===== src/rtl/imem_arbiter.sv =====
// Instruction-memory arbiter: fetch and loader/debug share one fixed-latency memory port.
// Round-robin between the two requesters, with a loader lock that starves fetch.
module imem_arbiter #(
  parameter int LAT   = 1,
  parameter int IDX_W = 30
) (
  input  logic             clk,
  input  logic             rst_n,
  input  logic             f_en,
  input  logic [IDX_W-1:0] f_index,
  output logic             f_gnt,
  output logic [31:0]      f_rdata,
  output logic             f_rvalid,
  input  logic             l_req,
  input  logic             l_we,
  input  logic [IDX_W-1:0] l_index,
  input  logic [31:0]      l_wdata,
  input  logic             l_lock,
  output logic             l_gnt,
  output logic [31:0]      l_rdata,
  output logic             l_rvalid,
  output logic             m_en,
  output logic             m_we,
  output logic [IDX_W-1:0] m_index,
  output logic [31:0]      m_wdata,
  input  logic [31:0]      m_rdata
);

  localparam logic OWN_F = 1'b0;
  localparam logic OWN_L = 1'b1;

  logic             last_q, last_d;
  logic             m_en_q, m_en_d;
  logic             m_we_q, m_we_d;
  logic [IDX_W-1:0] m_index_q, m_index_d;
  logic [31:0]      m_wdata_q, m_wdata_d;
  logic             m_own_q, m_own_d;
  logic [LAT-1:0]   tag_v_q, tag_v_d;
  logic [LAT-1:0]   tag_o_q, tag_o_d;

  // Grant decision; fetch wins a contested cycle only if the loader went last.
  always_comb begin
    f_gnt = 1'b0;
    l_gnt = 1'b0;
    if (!rst_n) begin
      f_gnt = 1'b0;
      l_gnt = 1'b0;
    end else if (f_en && !l_lock && (!l_req || (last_q == OWN_L))) begin
      f_gnt = 1'b1;
    end else if (l_req) begin
      l_gnt = 1'b1;
    end else begin
      f_gnt = 1'b0;
      l_gnt = 1'b0;
    end
  end

  // Memory request stage and response tag pipeline.
  always_comb begin
    last_d    = last_q;
    m_en_d    = 1'b0;
    m_we_d    = 1'b0;
    m_index_d = m_index_q;
    m_wdata_d = m_wdata_q;
    m_own_d   = m_own_q;
    if (f_gnt) begin
      m_en_d    = 1'b1;
      m_index_d = f_index;
      m_own_d   = OWN_F;
      last_d    = OWN_F;
    end else if (l_gnt) begin
      m_en_d    = 1'b1;
      m_we_d    = l_we;
      m_index_d = l_index;
      m_wdata_d = l_wdata;
      m_own_d   = OWN_L;
      last_d    = OWN_L;
    end else begin
      m_en_d = 1'b0;
    end
    // The tag enters alongside the issued access, so the last entry lines up with m_rdata.
    tag_v_d    = tag_v_q;
    tag_o_d    = tag_o_q;
    tag_v_d[0] = m_en_q & ~m_we_q;
    tag_o_d[0] = m_own_q;
    for (int i = 1; i < LAT; i++) begin
      tag_v_d[i] = tag_v_q[i-1];
      tag_o_d[i] = tag_o_q[i-1];
    end
  end

  // State registers.
  always_ff @(posedge clk or negedge rst_n) begin
    if (!rst_n) begin
      last_q    <= OWN_L;
      m_en_q    <= 1'b0;
      m_we_q    <= 1'b0;
      m_index_q <= {IDX_W{1'b0}};
      m_wdata_q <= 32'h0000_0000;
      m_own_q   <= OWN_F;
      tag_v_q   <= {LAT{1'b0}};
      tag_o_q   <= {LAT{1'b0}};
    end else begin
      last_q    <= last_d;
      m_en_q    <= m_en_d;
      m_we_q    <= m_we_d;
      m_index_q <= m_index_d;
      m_wdata_q <= m_wdata_d;
      m_own_q   <= m_own_d;
      tag_v_q   <= tag_v_d;
      tag_o_q   <= tag_o_d;
    end
  end

  assign m_en     = m_en_q;
  assign m_we     = m_we_q;
  assign m_index  = m_index_q;
  assign m_wdata  = m_wdata_q;
  assign f_rvalid = tag_v_q[LAT-1] & (tag_o_q[LAT-1] == OWN_F);
  assign l_rvalid = tag_v_q[LAT-1] & (tag_o_q[LAT-1] == OWN_L);
  assign f_rdata  = m_rdata;
  assign l_rdata  = m_rdata;

endmodule


===== config.mk =====
export PLATFORM = sky130hd
export DESIGN_NAME = imem_arbiter
export DESIGN_NICKNAME = d
export VERILOG_FILES = /design/src/rtl/imem_arbiter.sv
export SDC_FILE = /design/constraint.sdc
export NUM_CORES = 1
export LEC_CHECK = 0
export ABC_CLOCK_PERIOD_IN_PS = 4250
export CORE_AREA = 2 2 102 104
export CTS_BUF_LIST = sky130_fd_sc_hd__clkbuf_4 sky130_fd_sc_hd__clkbuf_8
export DETAILED_ROUTE_END_ITERATION = 6
export DIE_AREA = 0 0 104 106
export PLACE_DENSITY = 0.84
export SYNTH_ARGS = -nofsm -noshare
export SYNTH_HDL_FRONTEND = slang
export SYNTH_SLANG_ARGS = --single-unit

===== constraint.sdc =====
create_clock -name clk -period 4.25 [get_ports clk]
set_input_delay 0.6375 -clock clk [delete_from_list [all_inputs] [get_ports clk]]
set_output_delay 0.6375 -clock clk [all_outputs]
set_load 0.1 [all_outputs]

Yosys cells after proc, flatten, opt, wreduce, memory -nomap -nowiden
Cells that the tools add are included.
{ "classes": {"div_mod_pow": 0, "n_bitwise": 6, "n_addsub": 0, "multipliers": 0, "order_cmp": 0, "shift": 0, "eq_ne": 0, "mux": 13, "reduce_logical": 7} }
{ "op_table": {"columns": ["op", "n"], "rows": [
  ["2-to-1 mux 30 bit", 2],
  ["2-to-1 mux 1 bit", 11],
  ["AND 1 bit", 3],
  ["inverter 1 bit", 3],
  ["logical AND 1 bit", 2],
  ["zero test 1 bit", 2],
  ["AND reduction 2 bit", 1],
  ["nonzero test 2 bit", 1],
  ["logical OR 1 bit", 1]
]} }
{ "word_totals": {"rom_bits": 0, "ram_bits": 0, "regBits": 68, "n_memories": 0, "latchBits": 0, "output_inout_bits": 132} }

Logic depth before layout (Yosys ltp)
{ "logic_depth": {"depth_word": 7, "depth_mapped": 5} }

Worst setup path before layout
No wires, ideal clock.
{ "synth_timing": {"path_kind": "register to output", "from": "register tag_o_q", "to": "output port f_rvalid", "arrival_ns": 1.693, "stages_incl_launch_ff": 2, "path_slack_ns": 1.920, "cell_sequence": "dfrtp_1 > nor2b_1"} }
{ "synth_between": {"elab_chain_cells": 2} }
{ "synth_lines": {"columns": ["item", "line", "text"], "rows": [
  ["start: declaration", "39", "logic [LAT-1:0] tag_o_q, tag_o_d;"],
  ["start signal: assignment", "102", "tag_o_q <= {LAT{1'b0}};"],
  ["start signal: assignment", "111", "tag_o_q <= tag_o_d;"],
  ["inverter 1 bit", "119", "assign f_rvalid = tag_v_q[LAT-1] & (tag_o_q[LAT-1] == OWN_F);"],
  ["AND 1 bit", "119", null],
  ["end: declaration", "13", "output logic f_rvalid,"]
]} }
No other way between the ends.

Final worst setup path
{ "layout_timing": {"from": "input port l_req", "to": "output port l_gnt"} }
{ "layout_between": {"elab_chain_cells": 5, "word_cells_on_any_way": 6, "cone_classes": "3 x mux; 3 x reduce/logical"} }
{ "layout_lines": {"columns": ["item", "line", "text"], "rows": [
  ["start: declaration", "14", "input logic l_req,"],
  ["zero test 1 bit", "48", "end else if (f_en && !l_lock && (!l_req || (last_q == OWN_L))) begin"],
  ["logical OR 1 bit", "48", null],
  ["logical AND 1 bit", "48", null],
  ["2-to-1 mux 1 bit (*)", "48", null],
  ["2-to-1 mux 1 bit (*)", "45", "if (!rst_n) begin"],
  ["end: declaration", "19", "output logic l_gnt,"]
]} }
Mark *: on every way between the ends. The rest lies on a longest branch, timed or not.

==> impl_results.md <==
- Fin. max-slew vios: 0
- Power Dens Cells: 566 nW/um^2
- Largest net degree at the start of global routing: 71
- Top cell type's share of synthesized area: 0.498
- Clock Tree Root: clkbuf_8
- Setup crit end kind: output pin
- Area of placed instances: 4640 sq um
- Initial core utilization: 0.337
- Synthesized instance count: 257
- GRT Util Overall: 0.157
- Cts bufs inserted: 9
- Max-cap violations: 0
- RSZ-0062 raised after global routing: false
- Die Wd: 104 microns
- Synth warn: 0
- Die height: 106 microns
- DIE AREA: 11000 sq um
- HP Class: reg2reg
- # clock sinks: 68
- Mapped cell area: 3370 sq um
- Vias in the first global route: 2623
- Count of input and output buffers: 165
- Nets: 487
- Number of distinct library cells after synthesis: 17
- Final instance area: 4890 sq um
- Worst path max stage delay: 0.68 ns
- PostCTS Resize Cnt: 0
- Gr ovfl total: 0
- Setup TNS: 0 ns
- Rows: 37
- Final setup fails: 0
- Status: finished clean
- First-pass GRT wire length: 13500 microns
- CTS H-tree depth: 3
- Routed wire per std cell: 17.7 microns
- I/O pin cnt: 262
- Final Hold Viols: 0
- CTS Hold Buffers Added: 0
- Worst skew pair latency: 0.33 ns
- Worst path required time: 3.61 ns
- Clock Tree Buf Depth: 2
- #FFs+latches synth: 68
- Measured slew at the worst slew-check pin: 1.02 ns
- Crit path max fanout: 27
- Critical-path cell list: clkdlybuf4s50_1 -> and2_1 -> and2_2 -> buf_12
- Syn Area/Cell: 13.1 sq um
- Peak supply drop: 0.000206 V
- Core box area: 10000 sq um
- Leakage: 0.00217 uW
- Startpoint type of the worst setup path: input pin
- CTS tree: done
- Crit path max-delay family: simple AND/OR/NAND/NOR gates
- Worst Path Buf+Inv: 2
- # DRC: 0
- Critical path class: in2out
- Post CTS Setup Buffer Count: 0
- Via count: 2385
- Fraction of layout cells with a size suffix above 1: 0.166
- DR pass1 iterations: 4
- Most area-consuming cells after synthesis: dfrtp_1 50%, buf_4 14%, mux2_4 13%
- Largest area contributor in the netlist: dfrtp_1
- GPL Wtd Cong: 0.784
- Commonest non-fill, non-tap cells in the layout: 162 x clkdlybuf4s50_1, 67 x dfrtp_1, 32 x and3_1, 30 x a221o_1, 29 x mux2_4
- Commonest non-fill, non-tap cell in the layout: clkdlybuf4s50_1
- Clock-pin slew on the worst setup and hold paths: 0.08 ns
- Detailed Route Iter0 Violations: 73
- Slew HR: 0.315
- Routed WL: 8830 microns
- Vias/cell: 4.79
- Period Utilization, post-route: 0.728
- Layout Skew: 0.00851 ns
- Sequential share of the synthesized area: 0.506
- ANT nets after route: 0
- Hpwl dp: 6720 microns
- Syn-to-layout area delta: 45.4%
- Max Clock Freq: 0.323 GHz
- Data arrival, critical path: 2.46 ns
- Min Tclk post-route: 3.09 ns
- Crit-path slowest cell: and2_1
- Syn_nets: 387
- ANT cells: 0
- Initial antenna violation count: 0
-- Yosys cell counts --
cell and n:
nand2b_1 1, nand3b_4 1, mux2_4 29, and3_1 32, buf_4 64, o21ai_1 1, dfrtp_1 67, mux2_2 3
inv_1 1, and2_1 3, a221o_1 30, dfstp_2 1, nor2b_1 3, buf_6 8, buf_2 2, nor2_1 4
clkbuf_1 7
-- per-layer routing --
metal | global-route usage | up-vias | wire length [microns]
met5 | 0 | - | 0
met4 | 0.0637 | 0 | 137
met2 | 0.273 | 170 | 4380
li1 | - | 1060 | -
met3 | 0.0656 | 16 | 912
met1 | 0.169 | 1139 | 3400
-- stage by stage --
stage / util / setup slack [ns] / instances / power [uW] / hold slack (ns)
after global placement: 0.464 / 1.09 / 482 / 2110 / 0.365
final: 0.489 / 1.16 / 498 / 2770 / 0.389
after floorplan: - / 1.92 / 257 / 2040 / 0.342
after global routing: 0.489 / 1.06 / 498 / 2860 / 0.402
after CTS: 0.489 / 1.14 / 498 / 2790 / 0.394
after detailed placement: 0.464 / 0.980 / 482 / 2120 / 0.376
-- worst paths after layout --
path	startpoint	end	slack (ns)	cells after the start
min in group asynchronous	rst_n	m_en	0.51	2
max reg2reg	last_q	m_wdata[9]	2.20	4
min reg2reg	m_own_q	tag_o_q	0.39	0
min	m_own_q	tag_o_q	0.39	0
max	l_req	l_gnt	1.16	4
max in group asynchronous	rst_n	m_index[24]	3.14	2
-- final cells by class --
cell class              instances  area, sq um
clock inverters                 5          108
flip-flops and latches         68         1700
well taps                     136          170
inverters                       1         3.75
repair buffers                170         1710
clock buffers                  11          145
fillers                       894         5100
multi-input cells             107         1060
-- power breakdown --
group	switching, uW	internal (uW)
registers	64.0	754
logic	916	370
clock network	250	416
total	1230	1540
-- cell families (layout without fill, tap and decap cells) --
logic type,Yosys count,after routing,synth area share
AND/OR/NAND/NOR,44,44,0.0829
flip-flops,68,68,0.506
multiplexers,32,32,0.139
buffers and inverters,82,187,0.181
AO/OA/AOI/OAI,31,31,0.0907
-- flip-flops by register name, summed over array words and instances (netlist names) --
register / cells
m_en: 1
m_own_q: 1
tag_o_q: 1
tag_v_q: 1
m_we: 1
last_q: 1
m_index: 30
m_wdata: 32
Power figures use the tool's default switching activity.
